===== src/rtl/route_decision_sequencer_pkg.sv =====
// Shared Q-routing definitions: widths, sentinel values, FSM and mux encodings, memory map.
package routing_pkg;

    localparam int unsigned WORD_WIDTH   = 16;
    localparam logic [15:0] NEXTHOP_NONE = 16'd100;
    localparam logic [15:0] EPSILON_INIT = 16'd8;
    localparam int unsigned TIMEOUT      = 255;

    // Table-memory map shared by the search and policy blocks.
    localparam logic [15:0] ADDR_QTABLE_BASE   = 16'h668;
    localparam logic [15:0] ADDR_NEIGHBOR_BASE = 16'h68C;

    typedef enum logic [2:0] {
        IDLE   = 3'd0,
        FIND   = 3'd1,
        CLR    = 3'd2,
        POLICY = 3'd3,
        DECAY  = 3'd4,
        DONE   = 3'd5,
        ERR    = 3'd6
    } state_t;

    typedef enum logic [1:0] {
        SEL_NONE   = 2'd0,
        SEL_FIND   = 2'd1,
        SEL_POLICY = 2'd2
    } sel_t;

endpackage


===== src/rtl/route_decision_sequencer_if.sv =====
// Handshake and shared-memory signals between the sequencer and its two sub-blocks.
interface route_decision_sequencer_if
    import routing_pkg::*;
#(
    parameter int unsigned WORD_WIDTH = routing_pkg::WORD_WIDTH
);
    logic                  start_findBest;
    logic                  done_findBest;
    logic [WORD_WIDTH-1:0] address_findBest;
    logic                  policy_nreset;
    logic                  start_winnerPolicy;
    logic                  done_winnerPolicy;
    logic [WORD_WIDTH-1:0] nexthop_policy;
    logic [WORD_WIDTH-1:0] address_winnerPolicy;
    logic [WORD_WIDTH-1:0] mem_address;
    logic [1:0]            mux_select;
    logic [WORD_WIDTH-1:0] epsilon;

    modport master (
        output start_findBest, policy_nreset, start_winnerPolicy,
               mem_address, mux_select, epsilon,
        input  done_findBest, address_findBest, done_winnerPolicy,
               nexthop_policy, address_winnerPolicy
    );

    modport slave (
        input  start_findBest, policy_nreset, start_winnerPolicy,
               mem_address, mux_select, epsilon,
        output done_findBest, address_findBest, done_winnerPolicy,
               nexthop_policy, address_winnerPolicy
    );
endinterface


===== src/rtl/route_decision_sequencer_handshake_timeout.sv =====
// Wait-cycle counter shared by the FIND and POLICY handshakes; flags the last allowed cycle.
module handshake_timeout #(
    parameter int unsigned TIMEOUT = 255
) (
    input  logic clock,
    input  logic nreset,
    input  logic clear,
    input  logic enable,
    output logic expired
);
    localparam int unsigned CW = $clog2(TIMEOUT + 1);

    logic [CW-1:0] count;

    always_ff @(posedge clock) begin
        if (!nreset) begin
            count <= '0;
        end else if (clear) begin
            count <= '0;
        end else if (enable && !expired) begin
            count <= count + 1'b1;
        end
    end

    // High during the TIMEOUT-th cycle spent waiting, so leaving on it gives exactly TIMEOUT cycles.
    assign expired = enable && (count == CW'(TIMEOUT - 1));
endmodule


===== src/rtl/route_decision_sequencer.sv =====
// Sequences one routing decision: best-neighbour search, policy-block clear/start, epsilon decay.
module route_decision_sequencer
    import routing_pkg::*;
#(
    parameter int unsigned           WORD_WIDTH   = routing_pkg::WORD_WIDTH,
    parameter logic [WORD_WIDTH-1:0] EPSILON_INIT = routing_pkg::EPSILON_INIT,
    parameter int unsigned           TIMEOUT      = routing_pkg::TIMEOUT,
    parameter logic [WORD_WIDTH-1:0] NEXTHOP_NONE = routing_pkg::NEXTHOP_NONE
) (
    input  logic                  clock,
    input  logic                  nreset,
    input  logic                  start_route,
    output logic                  route_done,
    output logic [WORD_WIDTH-1:0] route_nexthop,
    output logic                  route_error,
    input  logic [WORD_WIDTH-1:0] epsilon_step,
    input  logic                  epsilon_load,
    input  logic [WORD_WIDTH-1:0] epsilon_load_value,
    output logic [2:0]            cstate,
    route_decision_sequencer_if.master bus
);
    state_t                state;
    state_t                next_state;
    sel_t                  mux_q;
    sel_t                  next_mux;
    logic                  start_find_q;
    logic                  start_policy_q;
    logic                  policy_nreset_q;
    logic [WORD_WIDTH-1:0] epsilon_q;
    logic                  timeout_clear;
    logic                  timeout_enable;
    logic                  timeout_expired;

    handshake_timeout #(.TIMEOUT(TIMEOUT)) u_timeout (
        .clock   (clock),
        .nreset  (nreset),
        .clear   (timeout_clear),
        .enable  (timeout_enable),
        .expired (timeout_expired)
    );

    always_comb begin
        next_state = state;
        unique case (state)
            IDLE:    if (start_route) next_state = FIND;
            FIND: begin
                if (bus.done_findBest)      next_state = CLR;
                else if (timeout_expired)   next_state = ERR;
            end
            CLR:     next_state = POLICY;
            POLICY: begin
                if (bus.done_winnerPolicy)  next_state = DECAY;
                else if (timeout_expired)   next_state = ERR;
            end
            DECAY:   next_state = DONE;
            DONE:    next_state = IDLE;
            ERR:     next_state = IDLE;
            default: next_state = IDLE;
        endcase
    end

    always_comb begin
        next_mux       = SEL_NONE;
        timeout_enable = (state == FIND) || (state == POLICY);
        timeout_clear  = ((next_state == FIND) && (state != FIND)) ||
                         ((next_state == POLICY) && (state != POLICY));
        if (next_state == FIND)   next_mux = SEL_FIND;
        if (next_state == POLICY) next_mux = SEL_POLICY;
    end

    always_ff @(posedge clock) begin
        if (!nreset) state <= IDLE;
        else         state <= next_state;
    end

    // Outputs register the decode of next_state, so each lands on the same edge as the state change.
    always_ff @(posedge clock) begin
        if (!nreset) begin
            start_find_q    <= 1'b0;
            start_policy_q  <= 1'b0;
            policy_nreset_q <= 1'b0;
            mux_q           <= SEL_NONE;
            route_done      <= 1'b0;
            route_error     <= 1'b0;
            route_nexthop   <= NEXTHOP_NONE;
            epsilon_q       <= EPSILON_INIT;
        end else begin
            start_find_q    <= (next_state == FIND);
            start_policy_q  <= (next_state == POLICY);
            policy_nreset_q <= (next_state != CLR);
            mux_q           <= next_mux;
            route_done      <= (next_state == DONE) || (next_state == ERR);
            route_error     <= (next_state == ERR);
            if (next_state == ERR) begin
                route_nexthop <= NEXTHOP_NONE;
            end else if ((state == POLICY) && bus.done_winnerPolicy) begin
                route_nexthop <= bus.nexthop_policy;
            end
            if ((state == IDLE) && epsilon_load && !start_route) begin
                epsilon_q <= epsilon_load_value;
            end else if (state == DECAY) begin
                epsilon_q <= (epsilon_q < epsilon_step) ? '0 : epsilon_q - epsilon_step;
            end
        end
    end

    always_comb begin
        bus.mem_address = '0;
        unique case (mux_q)
            SEL_FIND:   bus.mem_address = bus.address_findBest;
            SEL_POLICY: bus.mem_address = bus.address_winnerPolicy;
            default:    bus.mem_address = '0;
        endcase
    end

    assign bus.start_findBest     = start_find_q;
    assign bus.start_winnerPolicy = start_policy_q;
    assign bus.policy_nreset      = policy_nreset_q;
    assign bus.mux_select         = mux_q;
    assign bus.epsilon            = epsilon_q;
    assign cstate                 = state;
endmodule


===== src/flat_wrapper.sv =====
// flat-port wrapper written by rule: the top's interface ports become plain ports
module route_decision_sequencer_flat import routing_pkg::*;
#(
    parameter int unsigned           WORD_WIDTH   = routing_pkg::WORD_WIDTH,
    parameter logic [WORD_WIDTH-1:0] EPSILON_INIT = routing_pkg::EPSILON_INIT,
    parameter int unsigned           TIMEOUT      = routing_pkg::TIMEOUT,
    parameter logic [WORD_WIDTH-1:0] NEXTHOP_NONE = routing_pkg::NEXTHOP_NONE
)
  (clock, nreset, start_route, route_done, route_nexthop, route_error, epsilon_step, epsilon_load, epsilon_load_value, cstate, bus_start_findBest, bus_policy_nreset, bus_start_winnerPolicy, bus_mem_address, bus_mux_select, bus_epsilon, bus_done_findBest, bus_address_findBest, bus_done_winnerPolicy, bus_nexthop_policy, bus_address_winnerPolicy);
  route_decision_sequencer_if #(.WORD_WIDTH(WORD_WIDTH)) bus_i ();
  input  logic clock;
  input  logic nreset;
  input  logic start_route;
  output logic route_done;
  output logic [WORD_WIDTH-1:0] route_nexthop;
  output logic route_error;
  input  logic [WORD_WIDTH-1:0] epsilon_step;
  input  logic epsilon_load;
  input  logic [WORD_WIDTH-1:0] epsilon_load_value;
  output logic [2:0] cstate;
  output wire logic [$bits(bus_i.start_findBest)-1:0] bus_start_findBest;
  output wire logic [$bits(bus_i.policy_nreset)-1:0] bus_policy_nreset;
  output wire logic [$bits(bus_i.start_winnerPolicy)-1:0] bus_start_winnerPolicy;
  output wire logic [$bits(bus_i.mem_address)-1:0] bus_mem_address;
  output wire logic [$bits(bus_i.mux_select)-1:0] bus_mux_select;
  output wire logic [$bits(bus_i.epsilon)-1:0] bus_epsilon;
  input wire logic [$bits(bus_i.done_findBest)-1:0] bus_done_findBest;
  input wire logic [$bits(bus_i.address_findBest)-1:0] bus_address_findBest;
  input wire logic [$bits(bus_i.done_winnerPolicy)-1:0] bus_done_winnerPolicy;
  input wire logic [$bits(bus_i.nexthop_policy)-1:0] bus_nexthop_policy;
  input wire logic [$bits(bus_i.address_winnerPolicy)-1:0] bus_address_winnerPolicy;
  assign bus_start_findBest = bus_i.start_findBest;
  assign bus_policy_nreset = bus_i.policy_nreset;
  assign bus_start_winnerPolicy = bus_i.start_winnerPolicy;
  assign bus_mem_address = bus_i.mem_address;
  assign bus_mux_select = bus_i.mux_select;
  assign bus_epsilon = bus_i.epsilon;
  assign bus_i.done_findBest = bus_done_findBest;
  assign bus_i.address_findBest = bus_address_findBest;
  assign bus_i.done_winnerPolicy = bus_done_winnerPolicy;
  assign bus_i.nexthop_policy = bus_nexthop_policy;
  assign bus_i.address_winnerPolicy = bus_address_winnerPolicy;
  route_decision_sequencer #(.WORD_WIDTH(WORD_WIDTH), .EPSILON_INIT(EPSILON_INIT), .TIMEOUT(TIMEOUT), .NEXTHOP_NONE(NEXTHOP_NONE)) u_core (.clock(clock), .nreset(nreset), .start_route(start_route), .route_done(route_done), .route_nexthop(route_nexthop), .route_error(route_error), .epsilon_step(epsilon_step), .epsilon_load(epsilon_load), .epsilon_load_value(epsilon_load_value), .cstate(cstate), .bus(bus_i));
endmodule

===== config.mk =====
export PLATFORM = sky130hd
export DESIGN_NAME = route_decision_sequencer_flat
export DESIGN_NICKNAME = d
export VERILOG_FILES = /design/src/rtl/route_decision_sequencer_pkg.sv /design/src/rtl/route_decision_sequencer_if.sv /design/src/rtl/route_decision_sequencer_handshake_timeout.sv /design/src/rtl/route_decision_sequencer.sv /design/src/flat_wrapper.sv
export SDC_FILE = /design/constraint.sdc
export NUM_CORES = 1
export LEC_CHECK = 0
export CORE_UTILIZATION = 42
export CTS_CLUSTER_DIAMETER = 100
export DETAILED_ROUTE_END_ITERATION = 8
export PLACE_DENSITY_LB_ADDON = 0.15
export SLEW_MARGIN = 20
export SYNTH_ARGS = -nofsm -noshare
export SYNTH_HDL_FRONTEND = slang
export SYNTH_SLANG_ARGS = --single-unit
export TNS_END_PERCENT = 50

===== constraint.sdc =====
create_clock -name clock -period 2.88 [get_ports clock]
set_input_delay 0.288 -clock clock [delete_from_list [all_inputs] [get_ports clock]]
set_output_delay 0.288 -clock clock [all_outputs]
set_load 0.02 [all_outputs]

# Yosys cells after proc, flatten, opt, wreduce, memory -nomap -nowiden
# Index checks and enable logic that the tools add are counted.
[word_totals]
register_bits = 50
out_inout_bits = 58
word_cells = 57
[classes]
n_addsub = 2
order_cmp = 1
n_eq_ne = 14
mux = 11
n_bitwise = 1
n_reduce_logical = 17
[op_table]
columns = ["operator", "n"]
rows = [
  ["two-way mux 16 bit", 3],
  ["one-hot mux 16 bit (2 select lines)", 1],
  ["less-than comparator 16 bit", 1],
  ["subtractor 16 bit", 1],
  ["one-hot mux 3 bit (5 select lines)", 1],
  ["two-way mux 3 bit", 4],
  ["== test 3 x 2 -> 1 bit, second input constant", 3],
  ["== test 3 bit, second input constant", 3],
  ["adder 8 x 1 -> 8 bit, second input constant", 1],
  ["== test 8 bit, second input constant", 1],
  ["logical AND 1 bit", 7],
  ["== test 3 x 1 -> 1 bit, second input constant", 2],
  ["inequality test 3 x 2 -> 1 bit, second input constant", 2],
  ["OR reduction 2 bit", 3],
  ["zero test 3 bit", 1],
  ["logical OR 1 bit", 3],
  ["inequality test 3 x 1 -> 1 bit, second input constant", 1],
  ["== test 2 x 1 -> 1 bit, second input constant", 1],
  ["== test 2 bit, second input constant", 1],
  ["zero test 1 bit", 2],
  ["two-way mux 2 bit", 1],
  ["nonzero test 2 bit", 1],
  ["two-way mux 1 bit", 1],
  ["NOT 1 bit", 1],
]

# Depth between registers and ports, before layout
[depth]
word_depth = 10
depth_mapped = 11
mapped_depth_nobuf = 10

# Modules after synthesis
# From an unflattened synthesis, not the netlist that was laid out.
[hier_totals]
cells_unflattened = 389
hier_area_um2 = 3128.0
[modules_own_cells]
columns = ["module", "n_inst", "cells_each", "area_per_inst_um2", "seq_area_each_um2"]
rows = [
  ["route_decision_sequencer", 1, 340, 2695.1, 820.8],
  ["handshake_timeout", 1, 49, 432.9, 160.2],
]

# Least setup slack after synthesis
# OpenSTA, ideal clock, no wires.
[synth_timing]
kind = "reg2reg"
from = "register u_core.epsilon_q[0] (netlist: u_core.bus.epsilon[0])"
to = "register u_core.epsilon_q[10] (netlist: u_core.bus.epsilon[10])"
setup_ns = 0.128
arrival_ns = 2.326
t_required_ns = 2.752
slack_ns = 0.427
path_stages_with_launch = 12
cell_sequence = "dfxtp_1 > inv_1 > ha_1 > inv_1 > fa_1 > a211oi_1 > o211ai_1 > a31oi_1 > a21boi_2 > buf_2 > a222oi_1 > nor2_1"
[synth_via]
elab_chain_cells = 4
[synth_rtl]
columns = ["item", "line_no", "source"]
rows = [
  ["from (decl)", "route_decision_sequencer.sv:29", "logic [WORD_WIDTH-1:0] epsilon_q;"],
  ["from (signal assigned)", "route_decision_sequencer.sv:100", "epsilon_q <= epsilon_load_value;"],
  ["from (signal assigned)", "route_decision_sequencer.sv:102", "epsilon_q <= (epsilon_q < epsilon_step) ? '0 : epsilon_q - epsilon_step;"],
  ["subtractor 16 bit / less-than comparator 16 bit (equally long branches)", "route_decision_sequencer.sv:102", ""],
  ["two-way mux 16 bit (*)", "route_decision_sequencer.sv:102", ""],
  ["two-way mux 16 bit (*)", "route_decision_sequencer.sv:101", "end else if (state == DECAY) begin"],
  ["two-way mux 16 bit (*)", "route_decision_sequencer.sv:99", "if ((state == IDLE) && epsilon_load && !start_route) begin"],
]
# Mark *: on every way between the ends. The rest lies on a longest branch, timed or not. The select of a mux whose other input is x is not followed.
# A chain may end at the register's enable or synchronous reset.

# Worst setup path in the final report
[layout_timing]
from = "input port epsilon_step[0]"
to = "register u_core.epsilon_q[1] (netlist: u_core.bus.epsilon[1])"
[layout_via]
elab_chain_cells = 4
[layout_rtl]
columns = ["item", "line_no", "source"]
rows = [
  ["from (decl)", "flat_wrapper.sv:17", "input logic [WORD_WIDTH-1:0] epsilon_step;"],
  ["subtractor 16 bit / less-than comparator 16 bit (equally long branches)", "route_decision_sequencer.sv:102", ""],
  ["two-way mux 16 bit (*)", "route_decision_sequencer.sv:102", ""],
  ["two-way mux 16 bit (*)", "route_decision_sequencer.sv:101", ""],
  ["two-way mux 16 bit (*)", "route_decision_sequencer.sv:99", ""],
]
# Marked as above.

==> impl_metrics.tcl <==
set metrics [dict create \
    status "finished clean" \
    antenna_found_initial 0 \
    hold_depth 2 \
    setup_ws_ps 348 \
    power_frac_seq 0.435 \
    die_w_um 87.2 \
    p_int_w 0.00115 \
    preCtsSetupSlack_ps 44.5 \
    r2r_cells 11 \
    cts_hold_buffers 0 \
    overflow 0 \
    synth_area_sq_um 3050 \
    r2r_end "u_core.bus.epsilon[1]" \
    initial_core_util 0.442 \
    p_per_area_nw_per_um2 358 \
    hpwlAfterDp_um 6930 \
    die_area_sq_um 7610 \
    routed_wl_um 8850 \
    yosysWarnings 0 \
    routedWlPerCell_um 14.7 \
    dr.pass1.iters 5 \
    clk_latency_ps 310 \
    synth_seq_cells 49 \
    gp_congestion 0.838 \
    p_sw_w 0.000522 \
    path_class "in2reg" \
    p_leak_nw 1.94 \
    seq_area_frac_synth 0.322 \
    swShare 0.312 \
    max_slew_margin 0.532 \
    hold_viol 0 \
    cts_buffer_depth 2 \
    die_h_um 87.2 \
    grt_pass1_wl_um 13600 \
    synthFlopType "dfxtp_1" \
    antenna_cells 0 \
    drv_slew 0 \
    cts_tree "yes" \
    hold_start "u_core.u_timeout.count[5]" \
    grt_max_degree 19 \
    yosys-top-cells-area "dfxtp_1 32%, ha_1 8.2%, nor2_1 7.4%" \
    drt_iter0_markers 184 \
    peakVddDrop_v 0.000253 \
    rsz0062_at_grt "false" \
    cts-resized-gates 0 \
    worstPathCellList "clkdlybuf4s50_1 > ha_1 > inv_1 > fa_1 > a211oi_1 > o211ai_1 > a31oi_1 > buf_4 > a21boi_2 > a222oi_1 > nor2_1" \
    synth_edf_count 0 \
    synthCells 361 \
    h-tree-depth 2 \
    cp_max_fo 13 \
    io_pins 144 \
    vias 3197 \
    cts_root_buf "clkbuf_8" \
    placeableCoreArea_sq_um 6910 \
    min_period_over_period 0.879 \
    fin_crit_ps 2530 \
    fp-row-count 30 \
    r2r_start "u_core.bus.epsilon[0]" \
    worstSetupEndpointType "register" \
    syn_area_per_cell_sq_um 8.45 \
    yosysUniqueCellTypes 55 \
    drc_errors 0 \
    p_comb_frac 0.316 \
    max_stage_delay_ps 470 \
    critPathArrivalTime_ps 2710 \
    hp-class "reg2reg" \
    numCtsBuffers 5 \
    drive_gt1_frac 0.0556 \
    setup_viol 0 \
    cts_setup_buffers 0 \
    fmax_ghz 0.395 \
    hold_path_end "u_core.u_timeout.count[5]" \
    critPathRequiredTime_ps 3060 \
    start_kind "input port" \
    max-cap-violations 0 \
    synth_nets 468 \
    crit_slowest_cell "clkdlybuf4s50_1" \
    grt_pass1_vias 2879 \
    nets 610 \
    p_clk_frac 0.250 \
    clkSlewWorstSetupHoldPaths_ps 80 \
    synth_top_area_frac 0.322 \
    track_usage 0.225 \
    port_buffers 143 \
    viasPerCell 5.33 \
    cts_sinks 49 \
    tightest_slew_ps 698 \
    async_flop_share 0 \
    syn_to_final_growth_pct 53.1 \
    ant_nets 0 \
    rrSetupSlack_ps 420 \
    fin_skew_ps 15.3 \
    finalSetupTns_ps 0 \
    synth_top_area_cell "dfxtp_1" \
]
[cell type report]
| type | count | area (sq um) |
|---|---|---|
| Clock buffer | 6 | 72.6 |
| Inverter | 26 | 97.6 |
| Tap cell | 96 | 120 |
| Timing Repair Buffer | 152 | 1500 |
| Sequential cell | 49 | 981 |
| Clock inverter | 2 | 15.0 |
| Fill cell | 615 | 2240 |
| Multi-Input combinational cell | 269 | 1890 |
[critical path, delay by kind of cell]
| kind | cells | cell delay [ps] |
|---|---|---|
| AO/OA/AOI/OAI | 5 | 1140 |
| buffers and inverters | 3 | 670 |
| adder cells (fa/ha/maj) | 2 | 550 |
| AND/OR/NAND/NOR | 1 | 70 |
[placed cells by master, fill, tap and decap left out, drive strengths merged, types with 4 or more instances in the layout]
| cell | count |
|---|---|
| clkdlybuf4s50 | 143 |
| a21oi | 21 |
| nand4b | 4 |
| a222oi | 10 |
| ha | 20 |
| o21ai | 12 |
| mux2i | 17 |
| nor2 | 61 |
| nor2b | 5 |
| xor2 | 6 |
| buf | 9 |
| inv | 25 |
| clkbuf | 6 |
| dfxtp | 49 |
| xnor2 | 10 |
| nand2 | 21 |
| a22oi | 22 |
| nand3 | 9 |
| a21o | 4 |
| nand2b | 4 |
[cell usage after synthesis, types with 3 or more instances]
master / n
a21o_1: 4
xor2_1: 6
nand3_1: 8
clkbuf_1: 9
buf_2: 5
a22oi_1: 22
nor2_1: 60
o211ai_1: 3
ha_1: 20
xnor2_1: 10
inv_1: 25
mux2i_1: 17
nand2_1: 20
nand2b_1: 4
nand4b_1: 4
a222oi_1: 10
nor2b_1: 5
dfxtp_1: 49
o21ai_0: 11
a21oi_1: 21
o21a_1: 3
[state kept, by name (all words and copies together) (netlist names)]
signal / flops
u_core.route_error: 1
u_core.cstate: 3
u_core.bus.epsilon: 16
u_core.bus.policy_nreset: 1
u_core.route_nexthop: 16
u_core.bus.start_winnerPolicy: 1
u_core.u_timeout.count: 8
u_core.bus.mux_select: 1
u_core.route_done: 1
u_core.bus.start_findBest: 1
[worst max-delay path by stage]
stage          slack [ps]  cells past startpoint                endpoint                     startpoint
2_1_floorplan         430                     11  u_core.bus.epsilon[10]          u_core.bus.epsilon[0]
3_3_place_gp          120                     11   u_core.bus.epsilon[1]                epsilon_step[0]
3_5_place_dp           40                     11   u_core.bus.epsilon[1]                epsilon_step[0]
4_1_cts               340                      4      bus_mem_address[0]  u_core.bus.start_winnerPolicy
5_1_grt               130                     11   u_core.bus.epsilon[5]                epsilon_step[0]
6_report              350                     11   u_core.bus.epsilon[1]                epsilon_step[0]
[metal layers]
metal	vias up	routed length (um)	GRT usage	part of all wire
li1	1588	-	-	-
met1	1467	3640	0.286	0.41
met2	133	4370	0.396	0.49
met3	9	732	0.0417	0.083
met4	0	97	0.0522	0.011
met5	-	0	0	0
[kinds of logic (layout without fill, tap and decap cells)]
family | count (synthesis) | in the layout | synth area share
buffers and inverters | 43 | 186 | 0.0603
xor gates and xnor gates | 16 | 16 | 0.0459
DFF | 49 | 49 | 0.322
adders and majority gates | 21 | 21 | 0.0886
AOI/OAI and AO/OA | 96 | 96 | 0.237
muxes | 17 | 17 | 0.0558
and+or+nand+nor | 119 | 119 | 0.191
[stage by stage]
step	area, sq um	hold WS (ps)	total power (W)	cells	utilization
final	4670	496	0.00167	600	0.676
after global routing	4670	514	0.00176	600	0.676
after CTS	4670	493	0.00168	600	0.676
after detailed placement	4580	480	0.00127	592	0.664
after global placement	4580	468	0.00126	592	0.664
after floorplan	3050	426	0.00102	361	-
[power groups by stage]
stage | logic [W] | clock network (W) | registers (W)
floorplan | 0.000260 | 0 | 0.000761
global placement | 0.000518 | 0 | 0.000741
detailed placement | 0.000526 | 0 | 0.000742
CTS | 0.000529 | 0.000422 | 0.000726
global route | 0.000573 | 0.000451 | 0.000730
finish | 0.000528 | 0.000417 | 0.000726
Power figures use the tool's default switching activity.
